==> config.mk <==
export PLATFORM = sky130hd
export DESIGN_NAME = bcd_refresh_sequencer
export DESIGN_NICKNAME = d
export VERILOG_FILES = /design/src/rtl/bcd_refresh_sequencer.sv
export SDC_FILE = /design/constraint.sdc
export NUM_CORES = 1
export LEC_CHECK = 0
export ABC_AREA = 1
export ABC_CLOCK_PERIOD_IN_PS = 2600
export CELL_PAD_IN_SITES_DETAIL_PLACEMENT = 1
export CELL_PAD_IN_SITES_GLOBAL_PLACEMENT = 2
export CORE_ASPECT_RATIO = 1.2
export CORE_MARGIN = 8
export CORE_UTILIZATION = 38
export CTS_BUF_LIST = sky130_fd_sc_hd__clkbuf_8
export DETAILED_ROUTE_END_ITERATION = 16
export GPL_TIMING_DRIVEN = 0
export PLACE_DENSITY = 0.95
export SLEW_MARGIN = 15
export SYNTH_ARGS = -nofsm -noshare
export SYNTH_HDL_FRONTEND = slang
export SYNTH_SLANG_ARGS = --single-unit
==> constraint.sdc <==
create_clock -name clk_in -period 2.6 [get_ports clk_in]
set_input_delay 0.52 -clock clk_in [delete_from_list [all_inputs] [get_ports clk_in]]
set_output_delay 0.52 -clock clk_in [all_outputs]
set_load 0.02 [all_outputs]
==> src/rtl/bcd_refresh_sequencer.sv <==
// Periodic binary-to-BCD refresh controller.
// A divider tick samples bin_in and runs an iterative double-dabble conversion.
module bcd_refresh_sequencer #(
    parameter int DIV    = 500_000,
    parameter int WIDTH  = 8,
    parameter int DIGITS = 3
) (
    input  logic                  clk_in,
    input  logic                  rst_n,
    input  logic [WIDTH-1:0]      bin_in,
    input  logic                  freeze,
    output logic [4*DIGITS-1:0]   bcd_out,
    output logic                  bcd_valid,
    output logic                  busy,
    output logic                  tick,
    output logic                  overrun
);

    localparam int CW = (DIV > 0) ? $clog2(DIV + 1) : 1;
    localparam int IW = $clog2(WIDTH + 1);
    localparam int BW = 4 * DIGITS;
    localparam int SW = BW + WIDTH;

    localparam logic [CW-1:0] DIV_C  = CW'(DIV);
    localparam logic [IW-1:0] LAST_C = IW'(WIDTH - 1);

    localparam logic [1:0] S_IDLE  = 2'd0;
    localparam logic [1:0] S_ADJ   = 2'd1;
    localparam logic [1:0] S_SHIFT = 2'd2;

    logic [CW-1:0] count;
    logic [1:0]    state;
    logic [IW-1:0] iter;
    logic [SW-1:0] scratch;
    logic [SW-1:0] adj;
    logic [SW-1:0] shifted;
    logic          last_shift;

    // Free-running divider; tick is high the cycle after count hits DIV.
    always_ff @(posedge clk_in or negedge rst_n) begin
        if (!rst_n) begin
            count <= '0;
            tick  <= 1'b0;
        end else if (count == DIV_C) begin
            count <= '0;
            tick  <= 1'b1;
        end else begin
            count <= count + CW'(1);
            tick  <= 1'b0;
        end
    end

    // Add-3 correction on every BCD nibble independently, plus the shifted form.
    always_comb begin
        adj = scratch;
        for (int d = 0; d < DIGITS; d++) begin
            if (scratch[WIDTH+4*d +: 4] >= 4'd5) begin
                adj[WIDTH+4*d +: 4] = scratch[WIDTH+4*d +: 4] + 4'd3;
            end
        end
        shifted    = {scratch[SW-2:0], 1'b0};
        last_shift = (iter == LAST_C);
    end

    // Conversion FSM: alternate ADJ/SHIFT WIDTH times, publish on final shift.
    always_ff @(posedge clk_in or negedge rst_n) begin
        if (!rst_n) begin
            state     <= S_IDLE;
            iter      <= '0;
            scratch   <= '0;
            bcd_out   <= '0;
            bcd_valid <= 1'b0;
        end else begin
            bcd_valid <= 1'b0;
            case (state)
                S_IDLE: begin
                    if (tick && !freeze) begin
                        scratch <= {{BW{1'b0}}, bin_in};
                        iter    <= '0;
                        state   <= S_ADJ;
                    end
                end
                S_ADJ: begin
                    scratch <= adj;
                    state   <= S_SHIFT;
                end
                S_SHIFT: begin
                    scratch <= shifted;
                    iter    <= iter + IW'(1);
                    if (last_shift) begin
                        state     <= S_IDLE;
                        bcd_out   <= shifted[SW-1 -: BW];
                        bcd_valid <= 1'b1;
                    end else begin
                        state <= S_ADJ;
                    end
                end
                default: state <= S_IDLE;
            endcase
        end
    end

    assign busy    = (state != S_IDLE);
    assign overrun = tick && busy;

endmodule

==> PnR_summary.wiki <==
{| class="wikitable"
! Metric !! Value
|-
| Result of the run || finished, final reports clean
|-
| Die area || 11700 µm²
|-
| Total clock buffers created by CTS || 9
|-
| Hold Path Class || input pin to async pin
|-
| Period utilisation layout || 92.4%
|-
| Power density over the cells || 497 nW/µm²
|-
| Startpoint of the worst register-to-register path || state[0]
|-
| Worst clock skew || 0.00763 ns
|-
| Drt first pass iters || 4
|-
| DR iter-0 viols || 69
|-
| CTS resizes || 0
|-
| Clock sink count || 59
|-
| R2r worst-path depth || 7
|-
| H-tree lvl count || 3
|-
| Critical-path maximum fanout || 4
|-
| Summed instance area of the synthesized netlist || 3210 µm²
|-
| Largest buffer count on any clock path || 2
|-
| Wire length per cell after detailed routing || 13.4 µm
|-
| Minimum clock period after layout || 2.40 ns
|-
| Post-synthesis instance total || 419
|-
| Setup repair after global routing missed its margin || false
|-
| Setup crit start kind || flip-flop
|-
| Routed vias/inst || 4.76
|-
| Most common cell in the netlist || sky130_fd_sc_hd__nand2_1
|-
| CP Buf/Inv Count || 2
|-
| Sequential area share after synthesis || 46.0%
|-
| Total count of hold-check failures in the final report || 0
|-
| Total core area || 8150 µm²
|-
| FF+latch area || 1480 µm²
|-
| Reg-to-reg setup timing slack || 0.79 ns
|-
| Clock transition at the registers of the reported paths || 0.07 ns
|-
| Final ANT Viol Nets || 0
|-
| Fmax || 0.416 GHz
|-
| Max IR drop VDD || 0.000245 V
|-
| Worst rel slew slack || 62.7%
|-
| Category of the most critical setup path || flip-flop to output pin
|-
| Horizontal die dimension || 99.9 µm
|-
| Dominant register cell in the synthesized netlist || sky130_fd_sc_hd__dfrtp_1
|-
| Number of unique standard cell types used by synthesis || 28
|-
| Post-synthesis register bit count || 59
|-
| Clock latency reported for the late side of the worst-skew pair || 0.34 ns
|-
| Share of flip-flops with an asynchronous set or reset || 100%
|-
| Post-synth top area cell || sky130_fd_sc_hd__dfrtp_1
|-
| Top delay family on crit path || buffers and inverters
|-
| Area growth from synthesis to layout || 20.1%
|-
| Slew of the pin with the lowest slew margin || 0.560 ns
|-
| Arrival time at the worst endpoint || 1.88 ns
|-
| Footprint of the multi-input gates || 1500 µm²
|-
| Number of vias after detailed routing || 2742
|-
| Synthesized net count || 444
|-
| Stages on worst setup path || 4
|-
| Overall routing resource usage || 14.5%
|-
| Final Max Tran Viols || 0
|-
| CTS Hold Bufs || 0
|-
| Crit-path max cell delay || 0.62 ns
|-
| Setup crit end kind || output pin
|-
| Initial antenna violation count || 0
|-
| Vias in the first global route || 2883
|-
| Final layout net count || 482
|-
| Proportion of layout cells with a drive suffix above 1 || 9.74%
|-
| Final total negative setup slack || 0 ns
|-
| Area of all placed cells without fillers || 3860 µm²
|-
| Count of warnings emitted by yosys || 0
|-
| Count of buffers from port buffering || 26
|-
| Beginning of the critical path || state[0]
|-
| Cell Rows || 36
|-
| Post-Syn Area per Cell || 7.66 µm²
|-
| Required time of the critical path || 2.08 ns
|-
| Final weighted congestion in routability-driven placement || 0.764
|-
| Worst path cell trace || inv_1, ha_1, nor2_1, clkdlybuf4s50_1
|-
| Number of flops mapped to enable cells by yosys || 0
|-
| DRC violations left || 0
|-
| Detailed-placement wirelength estimate || 5.86 mm
|-
| Yosys top cell area share || 46.0%
|-
| First-pass GRT wire length || 13.2 mm
|-
| Overflow left after global routing || 0
|-
| Final Setup Violations || 0
|-
| Initial Util || 39.4%
|-
| Most frequent cells after synthesis || 147 x sky130_fd_sc_hd__nand2_1, 59 x sky130_fd_sc_hd__dfrtp_1, 43 x sky130_fd_sc_hd__inv_1
|-
| Diodes inserted || 0
|-
| Largest net degree at the start of global routing || 37
|-
| Worst path slowest cell || sky130_fd_sc_hd__clkdlybuf4s50_1
|-
| Top cells by area, synth || sky130_fd_sc_hd__dfrtp_1 46%, sky130_fd_sc_hd__nand2_1 17%, sky130_fd_sc_hd__ha_1 5.5%
|-
| Leakage dissipation || 1.93 nW
|-
| Buffer count from post-CTS setup fixing || 0
|-
| Placed instance area || 3630 µm²
|-
| Total routed wirelength || 7.74 mm
|-
| TritonCTS clock tree || built
|-
| RR Endpoint || scratch[15]
|-
| Root buf cell || sky130_fd_sc_hd__clkbuf_8
|-
| I/O pin total || 27
|-
| Fill cell total of the finished layout || 991
|-
| Max-cap violations || 0
|-
| Die outline height || 117 µm
|-
| Endpoint of the worst setup timing path || overrun
|}
[area by class of cell]
type | count | area share (%)
clock inverters | 5 | 1.95
well taps | 114 | 3.70
flip-flops and latches | 59 | 38.3
repair buffers | 27 | 7.20
clock buffers | 11 | 3.92
inverters | 48 | 4.67
multi-input cells | 301 | 38.8
plain buffers | 11 | 1.46
[per-stage QoR]
step | utilization (%) | instances | worst slack (ns) | power [mW] | hold slack [ns]
after floorplan | - | 419 | 1.05 | 0.940 | 0.224
after global placement | 44.3 | 559 | -1.02 | 0.977 | 0.456
after detailed placement | 44.5 | 560 | 0.532 | 0.980 | 0.450
after CTS | 47.3 | 576 | 0.154 | 1.95 | 0.0741
after global routing | 47.3 | 576 | 0.106 | 1.98 | 0.0881
final | 47.3 | 576 | 0.196 | 1.92 | 0.0846
[per-layer routing]
metal / share of wire, % / routed length, µm / vias up / track usage, %
met4: 1.4 / 110 / 0 / 6.27
met5: 0 / 0 / - / 0
met1: 41 / 3170 / 1316 / 14.7
met3: 3.3 / 259 / 9 / 3.88
li1: - / - / 1388 / -
met2: 54 / 4200 / 29 / 27.2
[cells by family after synthesis]
logic type	share of synthesized area, %
AND/OR/NAND/NOR	31.3
buffers and inverters	7.37
flip-flops	46.0
AO/OA/AOI/OAI	7.21
adder cells (fa/ha/maj)	5.46
XOR/XNOR	2.73
[how the worst min path moves through the flow]
stage | to | slack (ns) | from
final | scratch[19] | 0.08 | rst_n
after floorplan | bcd_out[0] | 0.22 | rst_n
after global routing | iter[0] | 0.09 | rst_n
after detailed placement | scratch[19] | 0.45 | rst_n
after global placement | scratch[4] | 0.46 | scratch[4]
after CTS | iter[0] | 0.07 | rst_n
[sequential cells by signal, summed over array words and instances (netlist names)]
name       flops
bcd_valid      1
count         19
tick           1
state          2
iter           4
bcd_out       12
scratch       20
[where the power goes]
part           switching, mW  internal (mW)
Clock                  0.369          0.587
Combinational         0.0248         0.0183
Sequential                 0          0.918
Total                  0.394           1.52
[layout by cell type, fill, tap and decap left out, types with 9 or more instances in the layout]
cell	count
sky130_fd_sc_hd__inv_1	43
sky130_fd_sc_hd__o21ai_0	19
sky130_fd_sc_hd__nand2_1	147
sky130_fd_sc_hd__dfrtp_1	59
sky130_fd_sc_hd__nand3_1	27
sky130_fd_sc_hd__a21oi_1	10
sky130_fd_sc_hd__ha_1	14
sky130_fd_sc_hd__nor2_1	41
sky130_fd_sc_hd__o22ai_1	9
sky130_fd_sc_hd__clkbuf_8	11
sky130_fd_sc_hd__clkdlybuf4s50_1	25
No activity file was read; power rests on OpenSTA's default activity.
